--- src/rtl/can_rx_if.sv ---
// ============================================================================
//  Module      : can_rx_if
//  Description : Bus-side and decoded-frame signal bundle for the CAN receiver.
//  Revision    : 1.0
// ============================================================================
`default_nettype none

interface can_rx_if;
    logic        rx;
    logic        sample_en;
    logic        ack_tx;
    logic        rxing;
    logic [10:0] address;
    logic        rtr;
    logic [3:0]  dlc;
    logic [63:0] data;
    logic        frame_valid;
    logic        rx_error;
    logic [1:0]  err_code;

    modport master (
        input  rx, sample_en,
        output ack_tx, rxing, address, rtr, dlc, data, frame_valid, rx_error, err_code
    );

    modport slave (
        output rx, sample_en,
        input  ack_tx, rxing, address, rtr, dlc, data, frame_valid, rx_error, err_code
    );
endinterface

`default_nettype wire

--- src/rtl/can_rx.sv ---
// ============================================================================
//  Module      : can_rx
//  Description : CAN 2.0A standard-frame receiver with destuffing, CRC-15
//                check, ACK slot drive and decoded-frame presentation.
//  Revision    : 1.0
// ============================================================================
`default_nettype none

module can_rx #(
    parameter int IDLE_BITS = 11,
    parameter int MAX_BYTES = 8
) (
    input  logic     clk,
    input  logic     rst,
    can_rx_if.master bus
);

    localparam int              c_idle_w    = (IDLE_BITS > 2) ? $clog2(IDLE_BITS) : 1;
    localparam logic [c_idle_w-1:0] c_idle_last = c_idle_w'(IDLE_BITS - 1);
    localparam logic [3:0]      c_max_bytes = 4'(MAX_BYTES);
    localparam logic [14:0]     c_crc_poly  = 15'h4599;

    localparam logic [1:0] c_err_stuff = 2'd1;
    localparam logic [1:0] c_err_form  = 2'd2;
    localparam logic [1:0] c_err_crc   = 2'd3;

    localparam logic [3:0] c_st_wait_idle = 4'd0;
    localparam logic [3:0] c_st_idle      = 4'd1;
    localparam logic [3:0] c_st_id        = 4'd2;
    localparam logic [3:0] c_st_rtr       = 4'd3;
    localparam logic [3:0] c_st_ide       = 4'd4;
    localparam logic [3:0] c_st_r0        = 4'd5;
    localparam logic [3:0] c_st_dlc       = 4'd6;
    localparam logic [3:0] c_st_data      = 4'd7;
    localparam logic [3:0] c_st_crc       = 4'd8;
    localparam logic [3:0] c_st_crc_del   = 4'd9;
    localparam logic [3:0] c_st_ack       = 4'd10;
    localparam logic [3:0] c_st_ack_del   = 4'd11;
    localparam logic [3:0] c_st_eof       = 4'd12;

    logic [3:0]          r_state;
    logic [c_idle_w-1:0] r_idle_cnt;
    logic [6:0]          r_cnt;
    logic [2:0]          r_run;
    logic                r_last;
    logic [14:0]         r_crc;
    logic [13:0]         r_crc_rx;
    logic                r_crc_ok;
    logic [10:0]         r_id_sh;
    logic                r_rtr_sh;
    logic [3:0]          r_dlc_sh;
    logic [3:0]          r_nbytes;
    logic [63:0]         r_data_sh;

    logic                r_ack_tx;
    logic                r_rxing;
    logic [10:0]         r_address;
    logic                r_rtr;
    logic [3:0]          r_dlc;
    logic [63:0]         r_data;
    logic                r_frame_valid;
    logic                r_rx_error;
    logic [1:0]          r_err_code;

    logic                w_in_window;
    logic                w_stuff;
    logic                w_stuff_err;
    logic                w_crc_fb;
    logic [14:0]         w_crc_upd;
    logic [3:0]          w_dlc_full;
    logic [3:0]          w_nbytes;
    logic [14:0]         w_crc_rx_full;
    logic                w_err;
    logic [1:0]          w_err_code;

    // Stuff bits exist only from SOF through the last CRC bit.
    assign w_in_window   = (r_state >= c_st_id) && (r_state <= c_st_crc);
    assign w_stuff       = w_in_window && (r_run == 3'd5);
    assign w_stuff_err   = w_stuff && (bus.rx == r_last);
    assign w_crc_fb      = bus.rx ^ r_crc[14];
    assign w_crc_upd     = {r_crc[13:0], 1'b0} ^ (w_crc_fb ? c_crc_poly : 15'd0);
    assign w_dlc_full    = {r_dlc_sh[2:0], bus.rx};
    assign w_nbytes      = (w_dlc_full > c_max_bytes) ? c_max_bytes : w_dlc_full;
    assign w_crc_rx_full = {r_crc_rx, bus.rx};

    always_comb begin
        w_err      = 1'b0;
        w_err_code = 2'd0;
        if (bus.sample_en) begin
            if (w_stuff_err) begin
                w_err      = 1'b1;
                w_err_code = c_err_stuff;
            end else if (!w_stuff) begin
                case (r_state)
                    c_st_ide: begin
                        if (bus.rx) begin
                            w_err      = 1'b1;
                            w_err_code = c_err_form;
                        end
                    end
                    c_st_crc_del: begin
                        if (!r_crc_ok) begin
                            w_err      = 1'b1;
                            w_err_code = c_err_crc;
                        end else if (!bus.rx) begin
                            w_err      = 1'b1;
                            w_err_code = c_err_form;
                        end
                    end
                    c_st_ack_del, c_st_eof: begin
                        if (!bus.rx) begin
                            w_err      = 1'b1;
                            w_err_code = c_err_form;
                        end
                    end
                    default: ;
                endcase
            end
        end
    end

    always_ff @(posedge clk) begin
        if (rst) begin
            r_state       <= c_st_wait_idle;
            r_idle_cnt    <= '0;
            r_cnt         <= '0;
            r_run         <= '0;
            r_last        <= 1'b1;
            r_crc         <= '0;
            r_crc_rx      <= '0;
            r_crc_ok      <= 1'b0;
            r_id_sh       <= '0;
            r_rtr_sh      <= 1'b0;
            r_dlc_sh      <= '0;
            r_nbytes      <= '0;
            r_data_sh     <= '0;
            r_ack_tx      <= 1'b1;
            r_rxing       <= 1'b0;
            r_address     <= '0;
            r_rtr         <= 1'b0;
            r_dlc         <= '0;
            r_data        <= '0;
            r_frame_valid <= 1'b0;
            r_rx_error    <= 1'b0;
            r_err_code    <= '0;
        end else begin
            r_frame_valid <= 1'b0;
            r_rx_error    <= 1'b0;
            if (bus.sample_en) begin
                if (w_in_window) begin
                    if (w_stuff || (bus.rx != r_last)) begin
                        r_run  <= 3'd1;
                        r_last <= bus.rx;
                    end else begin
                        r_run <= r_run + 3'd1;
                    end
                end
                if (w_err) begin
                    r_rx_error <= 1'b1;
                    r_err_code <= w_err_code;
                    r_ack_tx   <= 1'b1;
                    r_rxing    <= 1'b0;
                    r_idle_cnt <= '0;
                    r_state    <= c_st_wait_idle;
                end else if (!w_stuff) begin
                    case (r_state)
                        c_st_wait_idle: begin
                            if (!bus.rx) begin
                                r_idle_cnt <= '0;
                            end else if (r_idle_cnt == c_idle_last) begin
                                r_idle_cnt <= '0;
                                r_state    <= c_st_idle;
                            end else begin
                                r_idle_cnt <= r_idle_cnt + 1'b1;
                            end
                        end
                        c_st_idle: begin
                            if (!bus.rx) begin
                                // SOF is the first bit of the stuffed run; CRC of a lone 0 stays 0.
                                r_crc     <= '0;
                                r_run     <= 3'd1;
                                r_last    <= 1'b0;
                                r_cnt     <= '0;
                                r_crc_ok  <= 1'b0;
                                r_id_sh   <= '0;
                                r_rtr_sh  <= 1'b0;
                                r_dlc_sh  <= '0;
                                r_data_sh <= '0;
                                r_rxing   <= 1'b1;
                                r_state   <= c_st_id;
                            end
                        end
                        c_st_id: begin
                            r_id_sh <= {r_id_sh[9:0], bus.rx};
                            r_crc   <= w_crc_upd;
                            if (r_cnt == 7'd10) begin
                                r_cnt   <= '0;
                                r_state <= c_st_rtr;
                            end else begin
                                r_cnt <= r_cnt + 7'd1;
                            end
                        end
                        c_st_rtr: begin
                            r_rtr_sh <= bus.rx;
                            r_crc    <= w_crc_upd;
                            r_state  <= c_st_ide;
                        end
                        c_st_ide: begin
                            r_crc   <= w_crc_upd;
                            r_state <= c_st_r0;
                        end
                        c_st_r0: begin
                            r_crc   <= w_crc_upd;
                            r_cnt   <= '0;
                            r_state <= c_st_dlc;
                        end
                        c_st_dlc: begin
                            r_dlc_sh <= w_dlc_full;
                            r_crc    <= w_crc_upd;
                            if (r_cnt == 7'd3) begin
                                r_nbytes <= w_nbytes;
                                r_cnt    <= '0;
                                r_state  <= (r_rtr_sh || (w_nbytes == 4'd0)) ? c_st_crc : c_st_data;
                            end else begin
                                r_cnt <= r_cnt + 7'd1;
                            end
                        end
                        c_st_data: begin
                            // First received bit lands in data[63]; ~cnt walks downward.
                            r_data_sh[~r_cnt[5:0]] <= bus.rx;
                            r_crc                  <= w_crc_upd;
                            if (r_cnt == ({r_nbytes, 3'b000} - 7'd1)) begin
                                r_cnt   <= '0;
                                r_state <= c_st_crc;
                            end else begin
                                r_cnt <= r_cnt + 7'd1;
                            end
                        end
                        c_st_crc: begin
                            r_crc_rx <= w_crc_rx_full[13:0];
                            if (r_cnt == 7'd14) begin
                                r_crc_ok <= (w_crc_rx_full == r_crc);
                                r_cnt    <= '0;
                                r_state  <= c_st_crc_del;
                            end else begin
                                r_cnt <= r_cnt + 7'd1;
                            end
                        end
                        c_st_crc_del: begin
                            r_ack_tx <= 1'b0;
                            r_state  <= c_st_ack;
                        end
                        c_st_ack: begin
                            r_ack_tx <= 1'b1;
                            r_state  <= c_st_ack_del;
                        end
                        c_st_ack_del: begin
                            r_cnt   <= '0;
                            r_state <= c_st_eof;
                        end
                        c_st_eof: begin
                            if (r_cnt == 7'd6) begin
                                r_frame_valid <= 1'b1;
                                r_rxing       <= 1'b0;
                                r_address     <= r_id_sh;
                                r_rtr         <= r_rtr_sh;
                                r_dlc         <= r_dlc_sh;
                                r_data        <= r_data_sh;
                                r_cnt         <= '0;
                                r_state       <= c_st_idle;
                            end else begin
                                r_cnt <= r_cnt + 7'd1;
                            end
                        end
                        default: r_state <= c_st_wait_idle;
                    endcase
                end
            end
        end
    end

    assign bus.ack_tx      = r_ack_tx;
    assign bus.rxing       = r_rxing;
    assign bus.address     = r_address;
    assign bus.rtr         = r_rtr;
    assign bus.dlc         = r_dlc;
    assign bus.data        = r_data;
    assign bus.frame_valid = r_frame_valid;
    assign bus.rx_error    = r_rx_error;
    assign bus.err_code    = r_err_code;

endmodule

`default_nettype wire
--- src/flat_wrapper.sv ---
// flat-port wrapper written by rule: the top's interface ports become plain ports
module can_rx_flat 
#(
    parameter int IDLE_BITS = 11,
    parameter int MAX_BYTES = 8
)
  (clk, rst, bus_rx, bus_sample_en, bus_ack_tx, bus_rxing, bus_address, bus_rtr, bus_dlc, bus_data, bus_frame_valid, bus_rx_error, bus_err_code);
  can_rx_if bus_i ();
  input  logic clk;
  input  logic rst;
  input wire logic [$bits(bus_i.rx)-1:0] bus_rx;
  input wire logic [$bits(bus_i.sample_en)-1:0] bus_sample_en;
  output wire logic [$bits(bus_i.ack_tx)-1:0] bus_ack_tx;
  output wire logic [$bits(bus_i.rxing)-1:0] bus_rxing;
  output wire logic [$bits(bus_i.address)-1:0] bus_address;
  output wire logic [$bits(bus_i.rtr)-1:0] bus_rtr;
  output wire logic [$bits(bus_i.dlc)-1:0] bus_dlc;
  output wire logic [$bits(bus_i.data)-1:0] bus_data;
  output wire logic [$bits(bus_i.frame_valid)-1:0] bus_frame_valid;
  output wire logic [$bits(bus_i.rx_error)-1:0] bus_rx_error;
  output wire logic [$bits(bus_i.err_code)-1:0] bus_err_code;
  assign bus_i.rx = bus_rx;
  assign bus_i.sample_en = bus_sample_en;
  assign bus_ack_tx = bus_i.ack_tx;
  assign bus_rxing = bus_i.rxing;
  assign bus_address = bus_i.address;
  assign bus_rtr = bus_i.rtr;
  assign bus_dlc = bus_i.dlc;
  assign bus_data = bus_i.data;
  assign bus_frame_valid = bus_i.frame_valid;
  assign bus_rx_error = bus_i.rx_error;
  assign bus_err_code = bus_i.err_code;
  can_rx #(.IDLE_BITS(IDLE_BITS), .MAX_BYTES(MAX_BYTES)) u_core (.clk(clk), .rst(rst), .bus(bus_i));
endmodule
--- config.mk ---
export PLATFORM = sky130hd
export DESIGN_NAME = can_rx_flat
export DESIGN_NICKNAME = d
export VERILOG_FILES = /design/src/rtl/can_rx_if.sv /design/src/rtl/can_rx.sv /design/src/flat_wrapper.sv
export SDC_FILE = /design/constraint.sdc
export NUM_CORES = 1
export LEC_CHECK = 0
export CORE_AREA = 4 4 150 152
export DETAILED_ROUTE_END_ITERATION = 12
export DIE_AREA = 0 0 154 156
export PLACE_DENSITY = 0.73
export SLEW_MARGIN = 5
export SYNTH_ARGS = -nofsm -noshare
export SYNTH_HDL_FRONTEND = slang
export SYNTH_SLANG_ARGS = --single-unit
--- constraint.sdc ---
create_clock -name clk -period 3.3 [get_ports clk]
set_input_delay 0.825 -clock clk [delete_from_list [all_inputs] [get_ports clk]]
set_output_delay 0.825 -clock clk [all_outputs]
set_load 0.02 [all_outputs]
==> flow_results.xml, run 1 <==
<?xml version="1.0" encoding="UTF-8"?>
<metrics>
  <group name="place">
    <metric name="place_congestion" unit="">0.857</metric>
    <metric name="detailed_place_hpwl" unit="mm">15.3</metric>
    <metric name="port_buffers" unit="">89</metric>
    <metric name="place_area" unit="mm²">0.0103</metric>
  </group>
  <group name="floorplanning">
    <metric name="placeableCoreArea" unit="mm²">0.0210</metric>
    <metric name="dieHeight" unit="µm">156</metric>
    <metric name="initial_utilization" unit="">0.437</metric>
    <metric name="die_width" unit="µm">154</metric>
    <metric name="die-area" unit="mm²">0.0240</metric>
    <metric name="fp-row-count" unit="">53</metric>
    <metric name="io-pin-count" unit="">90</metric>
  </group>
  <group name="synthesis">
    <metric name="synth.lib_cells_used.distinct" unit="">66</metric>
    <metric name="syn_area" unit="mm²">0.00919</metric>
    <metric name="yosys-top-cells-count" unit="">sky130_fd_sc_hd__dfxtp_1, sky130_fd_sc_hd__nand2_1, sky130_fd_sc_hd__a21oi_1</metric>
    <metric name="synth_top_flop_cell" unit="">sky130_fd_sc_hd__dfxtp_1</metric>
    <metric name="yosysWarnings" unit="">0</metric>
    <metric name="synthDominantCellAreaShare" unit="">0.477</metric>
    <metric name="synth-seq-area-share" unit="">0.477</metric>
    <metric name="count_of_flip_flops_with_a_built_in_enable_after_synthesis" unit="">0</metric>
    <metric name="netlist_instances" unit="">1081</metric>
    <metric name="async_flop_share" unit="">0</metric>
    <metric name="synth.area.top_cells" unit="">sky130_fd_sc_hd__dfxtp_1, sky130_fd_sc_hd__a21oi_1, sky130_fd_sc_hd__nand2_1</metric>
    <metric name="syn-mean-instance-area" unit="µm²">8.50</metric>
    <metric name="synth_fp_nets" unit="">1092</metric>
    <metric name="synth_top_area_cell" unit="">sky130_fd_sc_hd__dfxtp_1</metric>
    <metric name="synth-seq-cells" unit="">219</metric>
    <metric name="synth_most_common_cell" unit="">sky130_fd_sc_hd__dfxtp_1</metric>
  </group>
  <group name="finish">
    <metric name="synthToLayoutAreaGrowth" unit="%">19.9</metric>
    <metric name="fillerInstances" unit="">1917</metric>
    <metric name="final_area" unit="mm²">0.0110</metric>
    <metric name="nets" unit="">1151</metric>
    <metric name="layout-drive-gt1-share" unit="">0.0737</metric>
    <metric name="diodes" unit="">0</metric>
  </group>
  <group name="clock_network">
    <metric name="worst_skew_pair.late_latency" unit="ns">0.51</metric>
    <metric name="clk_pin_slew_worst_paths" unit="ns">0.06</metric>
    <metric name="cts_hold_repair.buffers" unit="">0</metric>
    <metric name="cts.repair_timing.setup_buffer_count" unit="">0</metric>
    <metric name="sink_count_of_the_clock_tree" unit="">219</metric>
    <metric name="tritoncts.num_buffers" unit="">23</metric>
    <metric name="cts.path.max_buffers" unit="">3</metric>
    <metric name="tritoncts" unit="">done</metric>
    <metric name="root_buffer" unit="">sky130_fd_sc_hd__clkbuf_16</metric>
    <metric name="cts_resized" unit="">0</metric>
    <metric name="cts-htree-levels" unit="">1</metric>
  </group>
  <group name="sta">
    <metric name="period_share" unit="">0.884</metric>
    <metric name="report.final.setup_viol" unit="">0</metric>
    <metric name="worstMarginPinSlew" unit="ns">1.12</metric>
    <metric name="finalHoldViolCount" unit="">0</metric>
    <metric name="slew_headroom" unit="">0.254</metric>
    <metric name="finalSetupTns" unit="ns">0</metric>
    <metric name="final_report_max_slew_violation_count" unit="">0</metric>
    <metric name="skew" unit="ns">0.00823</metric>
    <metric name="max_freq" unit="GHz">0.343</metric>
    <metric name="period_minus_slack" unit="ns">2.92</metric>
    <metric name="rsz0062_at_grt" unit="">false</metric>
  </group>
  <group name="status">
    <metric name="status" unit="">finished clean</metric>
  </group>
  <group name="route">
    <metric name="routed_wl" unit="mm">24.0</metric>
    <metric name="remaining_drc_errors" unit="">0</metric>
    <metric name="drtIter0Drc" unit="">692</metric>
    <metric name="antenna_violating_nets_post_route" unit="">0</metric>
    <metric name="number_of_search_and_repair_iterations_in_the_first_detailed_routing_pass" unit="">5</metric>
    <metric name="vias" unit="">8113</metric>
    <metric name="detail_route.wl_per_cell" unit="µm">16.8</metric>
    <metric name="vias_per_instance" unit="">5.68</metric>
  </group>
  <group name="power">
    <metric name="internal-power" unit="µW">4200</metric>
    <metric name="p_switching" unit="µW">1200</metric>
    <metric name="ir_worst_vdd" unit="µV">288</metric>
    <metric name="swShare" unit="">0.223</metric>
    <metric name="power_leakage" unit="µW">0.00384</metric>
    <metric name="share_seq_of_total_power" unit="">0.496</metric>
    <metric name="power.share.clock" unit="">0.460</metric>
    <metric name="comb_power_share" unit="">0.044</metric>
    <metric name="power_density" unit="mW/mm²">490</metric>
  </group>
  <group name="global_route">
    <metric name="grt_start_max_net_pins" unit="">65</metric>
    <metric name="grt_pass1_wl" unit="mm">39.3</metric>
    <metric name="antenna_found_initial" unit="">0</metric>
    <metric name="first_global_vias" unit="">7650</metric>
    <metric name="grt_remaining_overflow" unit="">0</metric>
    <metric name="globalRouteTotalUtil" unit="">0.194</metric>
  </group>
  <group name="worst_setup_path">
    <metric name="timing.critical_path.from_type" unit="">register</metric>
    <metric name="crit_arrival" unit="ns">3.37</metric>
    <metric name="crit_fanout" unit="">15</metric>
    <metric name="criticalPathCategory" unit="">register to register</metric>
    <metric name="timing.critical_path.required" unit="ns">3.75</metric>
    <metric name="critPathCaptureType" unit="">register</metric>
  </group>
  <group name="worst_hold_path">
    <metric name="hold_path_class" unit="">register to register</metric>
  </group>
  <group name="run">
    <metric name="cap_viol_max_count" unit="">0</metric>
  </group>
</metrics>
## area by class of cell
type	instances	area (µm²)	area share
Clock inverter	6	86.3	0.00784
Tap cell	275	344	0.0312
Inverter	14	52.6	0.00477
Clock buffer	33	623	0.0566
Timing Repair Buffer	120	1150	0.104
Sequential cell	219	4380	0.398
Multi-Input combinational cell	762	4380	0.397
## path summary, 6_finish.rpt
check | start | endpoint | slack, ns | depth (start not counted)
worst max-delay path | u_core.r_state[0] | u_core.r_crc[9] | 0.38 | 7
worst min-delay path | u_core.bus.data[56] | u_core.bus.data[56] | 0.45 | 2
worst max register to register | u_core.r_state[0] | u_core.r_crc[9] | 0.38 | 7
worst min register to register | u_core.bus.data[56] | u_core.bus.data[56] | 0.45 | 2
## power groups by stage
stage	combinational, µW	clock (µW)	sequential [µW]
floorplan	172	0	2730
global placement	231	0	2740
detailed placement	232	0	2740
CTS	235	2530	2680
global route	260	2630	2680
finish	238	2480	2680
## sequential cells by signal, indices dropped and copies added, names as in the netlist, 2 cells and up
name and cells:
u_core.r_nbytes 4, u_core.r_data_sh 64, u_core.bus.data 64, u_core.r_crc 15, u_core.bus.address 11, u_core.r_crc_rx 14
u_core.r_state 4, u_core.bus.dlc 4, u_core.r_idle_cnt 4, u_core.r_dlc_sh 4, u_core.bus.err_code 2, u_core.r_cnt 7
u_core.r_id_sh 11, u_core.r_run 3
## through the flow
step / std cells / power, µW / hold slack (ns) / setup WS [ns] / util
floorplan: 1081 / 2900 / 0.432 / 0.850 / -
global placement: 1390 / 2970 / 0.441 / 0.186 / 0.490
detailed placement: 1390 / 2970 / 0.444 / 0.136 / 0.490
CTS: 1429 / 5440 / 0.450 / 0.403 / 0.524
global route: 1429 / 5570 / 0.469 / 0.195 / 0.524
finish: 1429 / 5400 / 0.451 / 0.383 / 0.524
## routing by layer
layer	vias up	GRT usage	routed length [µm]
li1	3940	-	-
met1	3860	0.268	10800
met2	270	0.312	11100
met3	43	0.0338	1530
met4	0	0.0589	517
met5	-	0	0
## kinds of logic after synthesis
kind of cell             Yosys count  share of synthesized area
multiplexers                      17                     0.0185
adder cells (fa/ha/maj)            7                    0.00953
AND/OR/NAND/NOR                  334                      0.168
buffers and inverters            100                     0.0486
XOR/XNOR                          36                     0.0343
AO/OA/AOI/OAI                    368                      0.244
flip-flops                       219                      0.477
## layout by cell type (no fill, tap or decap), types with 8 or more instances in the layout
master	synthesis	routed
sky130_fd_sc_hd__dfxtp_1	219	219
sky130_fd_sc_hd__nand2_1	194	194
sky130_fd_sc_hd__a21oi_1	157	157
sky130_fd_sc_hd__clkdlybuf4s50_1	0	88
sky130_fd_sc_hd__o211ai_1	66	66
sky130_fd_sc_hd__nor2_1	54	53
sky130_fd_sc_hd__o21ai_1	44	44
sky130_fd_sc_hd__o21ai_0	37	37
sky130_fd_sc_hd__buf_4	1	30
sky130_fd_sc_hd__a22o_1	25	25
sky130_fd_sc_hd__xnor2_1	24	24
sky130_fd_sc_hd__clkbuf_16	0	23
sky130_fd_sc_hd__mux2i_1	17	17
sky130_fd_sc_hd__inv_1	14	13
sky130_fd_sc_hd__nor3_1	12	12
sky130_fd_sc_hd__xor2_1	12	12
sky130_fd_sc_hd__clkbuf_1	57	9
sky130_fd_sc_hd__and2_1	8	8
sky130_fd_sc_hd__nand3_1	9	8
## worst max-delay path, cell delays in order (launching register included)
cell                      delay, ns
sky130_fd_sc_hd__dfxtp_1       0.65
sky130_fd_sc_hd__nor4b_1       0.54
sky130_fd_sc_hd__a22oi_2       0.16
sky130_fd_sc_hd__buf_4         0.19
sky130_fd_sc_hd__nand2_1       0.08
sky130_fd_sc_hd__nor2_1        0.09
sky130_fd_sc_hd__a21oi_1       0.86
sky130_fd_sc_hd__a22o_1        0.29
No activity file was read; power rests on OpenSTA's default activity.
==> run 2, diff against run 1 <==
Settings changed: CORE_AREA 4 4 150 152 to 4 4 157 159, DIE_AREA 0 0 154 156 to 0 0 161 163, PLACE_DENSITY 0.73 to 0.69.
==> run 2 against run 1 <==
  * Final cell count grew 2.9%
  * Sequential share of layout area decreased by 0.43 points
  * Combinational power fell by 3%
  * Utilization down 4.5 points
  * Power grew 3.4%
  * Hold slack about the same
  * Critical endpoint is now u_core.r_data_sh[10]
  * Register-to-register slack improved by 0.10 ns
  * Non-clock buffer count is 4 lower
  * Clock skew up 0.0061 ns
==> flow_results.xml, run 2 (synthesis gave the netlist of run 1 again) <==
<?xml version="1.0" encoding="UTF-8"?>
<metrics>
  <group name="power">
    <metric name="power_leakage" unit="µW">0.00386</metric>
    <metric name="internal-power" unit="µW">4370</metric>
    <metric name="p_switching" unit="µW">1210</metric>
    <metric name="ir_worst_vdd" unit="µV">288</metric>
    <metric name="swShare" unit="">0.217</metric>
    <metric name="share_seq_of_total_power" unit="">0.480</metric>
    <metric name="power_density" unit="mW/mm²">501</metric>
    <metric name="power.share.clock" unit="">0.478</metric>
    <metric name="design_power_total" unit="µW">5580</metric>
    <metric name="comb_power_share" unit="">0.042</metric>
  </group>
  <group name="sta">
    <metric name="finalSetupTns" unit="ns">0</metric>
    <metric name="final_report_max_slew_violation_count" unit="">0</metric>
    <metric name="slew_headroom" unit="">0.276</metric>
    <metric name="report.final.setup_viol" unit="">0</metric>
    <metric name="period_minus_slack" unit="ns">2.81</metric>
    <metric name="finalHoldViolCount" unit="">0</metric>
    <metric name="max_freq" unit="GHz">0.355</metric>
    <metric name="rsz0062_at_grt" unit="">false</metric>
    <metric name="skew" unit="ns">0.0144</metric>
    <metric name="period_share" unit="">0.853</metric>
    <metric name="worstMarginPinSlew" unit="ns">1.08</metric>
  </group>
  <group name="place">
    <metric name="placed_cells_incl_taps" unit="">1430</metric>
    <metric name="detailed_place_hpwl" unit="mm">15.3</metric>
    <metric name="port_buffers" unit="">89</metric>
    <metric name="place_congestion" unit="">0.821</metric>
  </group>
  <group name="worst_setup_path">
    <metric name="timing.critical_path.required" unit="ns">3.68</metric>
    <metric name="criticalPathCategory" unit="">register to register</metric>
    <metric name="rr_worst_depth" unit="">7</metric>
    <metric name="regToRegEndpoint" unit="">u_core.r_data_sh[10]</metric>
    <metric name="r2r_slack" unit="ns">0.49</metric>
    <metric name="setup.worst_path.start" unit="">u_core.r_state[2]</metric>
    <metric name="crit_fanout" unit="">64</metric>
    <metric name="crit_arrival" unit="ns">3.19</metric>
    <metric name="timing.critical_path.from_type" unit="">register</metric>
    <metric name="capture_point_of_the_critical_path" unit="">u_core.r_data_sh[10]</metric>
    <metric name="critPathCaptureType" unit="">register</metric>
    <metric name="worstReg2RegStart" unit="">u_core.r_state[2]</metric>
  </group>
  <group name="clock_network">
    <metric name="clk_pin_slew_worst_paths" unit="ns">0.06</metric>
    <metric name="tritoncts.num_buffers" unit="">22</metric>
    <metric name="cts.repair_timing.setup_buffer_count" unit="">0</metric>
    <metric name="cts_hold_repair.buffers" unit="">0</metric>
    <metric name="root_buffer" unit="">sky130_fd_sc_hd__clkbuf_16</metric>
    <metric name="worst_skew_pair.late_latency" unit="ns">0.51</metric>
    <metric name="cts-htree-levels" unit="">1</metric>
    <metric name="cts_resized" unit="">0</metric>
    <metric name="sink_count_of_the_clock_tree" unit="">219</metric>
    <metric name="tritoncts" unit="">done</metric>
    <metric name="cts.path.max_buffers" unit="">3</metric>
  </group>
  <group name="floorplanning">
    <metric name="fp-row-count" unit="">56</metric>
    <metric name="initial_utilization" unit="">0.395</metric>
    <metric name="dieHeight" unit="µm">163</metric>
    <metric name="die-area" unit="mm²">0.0262</metric>
    <metric name="placeableCoreArea" unit="mm²">0.0233</metric>
    <metric name="io-pin-count" unit="">90</metric>
    <metric name="die_width" unit="µm">161</metric>
  </group>
  <group name="route">
    <metric name="remaining_drc_errors" unit="">0</metric>
    <metric name="number_of_search_and_repair_iterations_in_the_first_detailed_routing_pass" unit="">6</metric>
    <metric name="vias" unit="">7992</metric>
    <metric name="vias_per_instance" unit="">5.44</metric>
    <metric name="detail_route.wl_per_cell" unit="µm">16.0</metric>
    <metric name="antenna_violating_nets_post_route" unit="">0</metric>
    <metric name="drtIter0Drc" unit="">714</metric>
    <metric name="routed_wl" unit="mm">23.5</metric>
  </group>
  <group name="finish">
    <metric name="commonest_cells_after_routing_fill_and_taps_aside" unit="">sky130_fd_sc_hd__dfxtp_1, sky130_fd_sc_hd__nand2_1, sky130_fd_sc_hd__a21oi_1, sky130_fd_sc_hd__clkdlybuf4s50_1, sky130_fd_sc_hd__o211ai_1</metric>
    <metric name="layoutNonFillerInstCount" unit="">1470</metric>
    <metric name="layout-drive-gt1-share" unit="">0.0756</metric>
    <metric name="nets" unit="">1146</metric>
    <metric name="final_core_util" unit="">0.479</metric>
    <metric name="fillerInstances" unit="">2274</metric>
    <metric name="layout.cells.most_common" unit="">sky130_fd_sc_hd__dfxtp_1</metric>
    <metric name="synthToLayoutAreaGrowth" unit="%">21.2</metric>
    <metric name="diodes" unit="">0</metric>
  </group>
  <group name="global_route">
    <metric name="grt.busiest_layer" unit="">met2</metric>
    <metric name="use_met3" unit="">0.0309</metric>
    <metric name="grt_start_max_net_pins" unit="">81</metric>
    <metric name="grt_pass1_wl" unit="mm">39.0</metric>
    <metric name="gr_util_met1" unit="">0.250</metric>
    <metric name="grt_remaining_overflow" unit="">0</metric>
    <metric name="first_global_vias" unit="">7602</metric>
    <metric name="antenna_found_initial" unit="">0</metric>
    <metric name="globalRouteMet2Util" unit="">0.276</metric>
    <metric name="globalRouteTotalUtil" unit="">0.176</metric>
  </group>
  <group name="status">
    <metric name="status" unit="">finished clean</metric>
  </group>
  <group name="worst_hold_path">
    <metric name="hold_path_class" unit="">register to register</metric>
  </group>
  <group name="run">
    <metric name="cap_viol_max_count" unit="">0</metric>
  </group>
</metrics>
==> run 2: worst max-delay path: stages (launching register included) <==
cell	delay (ns)
sky130_fd_sc_hd__dfxtp_1	0.78
sky130_fd_sc_hd__nor2b_1	0.22
sky130_fd_sc_hd__o211ai_2	0.28
sky130_fd_sc_hd__nand4_4	0.11
sky130_fd_sc_hd__or4b_2	0.70
sky130_fd_sc_hd__buf_12	0.23
sky130_fd_sc_hd__o211ai_1	0.21
sky130_fd_sc_hd__o21ai_0	0.11
==> run 2: layout make-up <==
class	count	area [µm²]	share of cell area
inverters	14	52.6	0.00472
clock buffers	31	624	0.0561
repair buffers	116	1130	0.101
flip-flops and latches	219	4380	0.394
clock inverters	9	164	0.0147
well taps	319	399	0.0358
multi-input cells	762	4380	0.394
==> run 2: worst min path at each step <==
stage                                 startpoint                      to  slack (ns)  depth (start not counted)
after global routing         u_core.r_data_sh[9]      u_core.bus.data[9]        0.47                          2
after CTS                  u_core.bus.address[8]   u_core.bus.address[8]        0.46                          2
final                       u_core.r_data_sh[19]     u_core.bus.data[19]        0.45                          2
after detailed placement  u_core.bus.err_code[0]  u_core.bus.err_code[0]        0.45                          2
after global placement    u_core.bus.err_code[0]  u_core.bus.err_code[0]        0.44                          2
after floorplan               u_core.r_dlc_sh[3]       u_core.bus.dlc[3]        0.43                          2
==> run 2: through the flow <==
step	instance area, µm²	setup WS [ns]	hold WS [ns]
floorplan	9190	0.850	0.432
global placement	10300	0.221	0.436
detailed placement	10300	0.160	0.445
CTS	11100	0.525	0.455
global route	11100	0.199	0.470
finish	11100	0.486	0.451
==> run 2: metal layers <==
metal | wire length (µm) | share of wire
met2 | 10400 | 0.44
met1 | 11000 | 0.47
met3 | 1590 | 0.068
met4 | 472 | 0.020
met5 | 0 | 0
==> run 2: power groups by stage <==
stage               registers (µW)  logic (µW)  clock network (µW)
floorplan                     2730         172                   0
global placement              2740         227                   0
detailed placement            2740         230                   0
CTS                           2680         231                2730
global route                  2680         256                2840
finish                        2680         232                2670
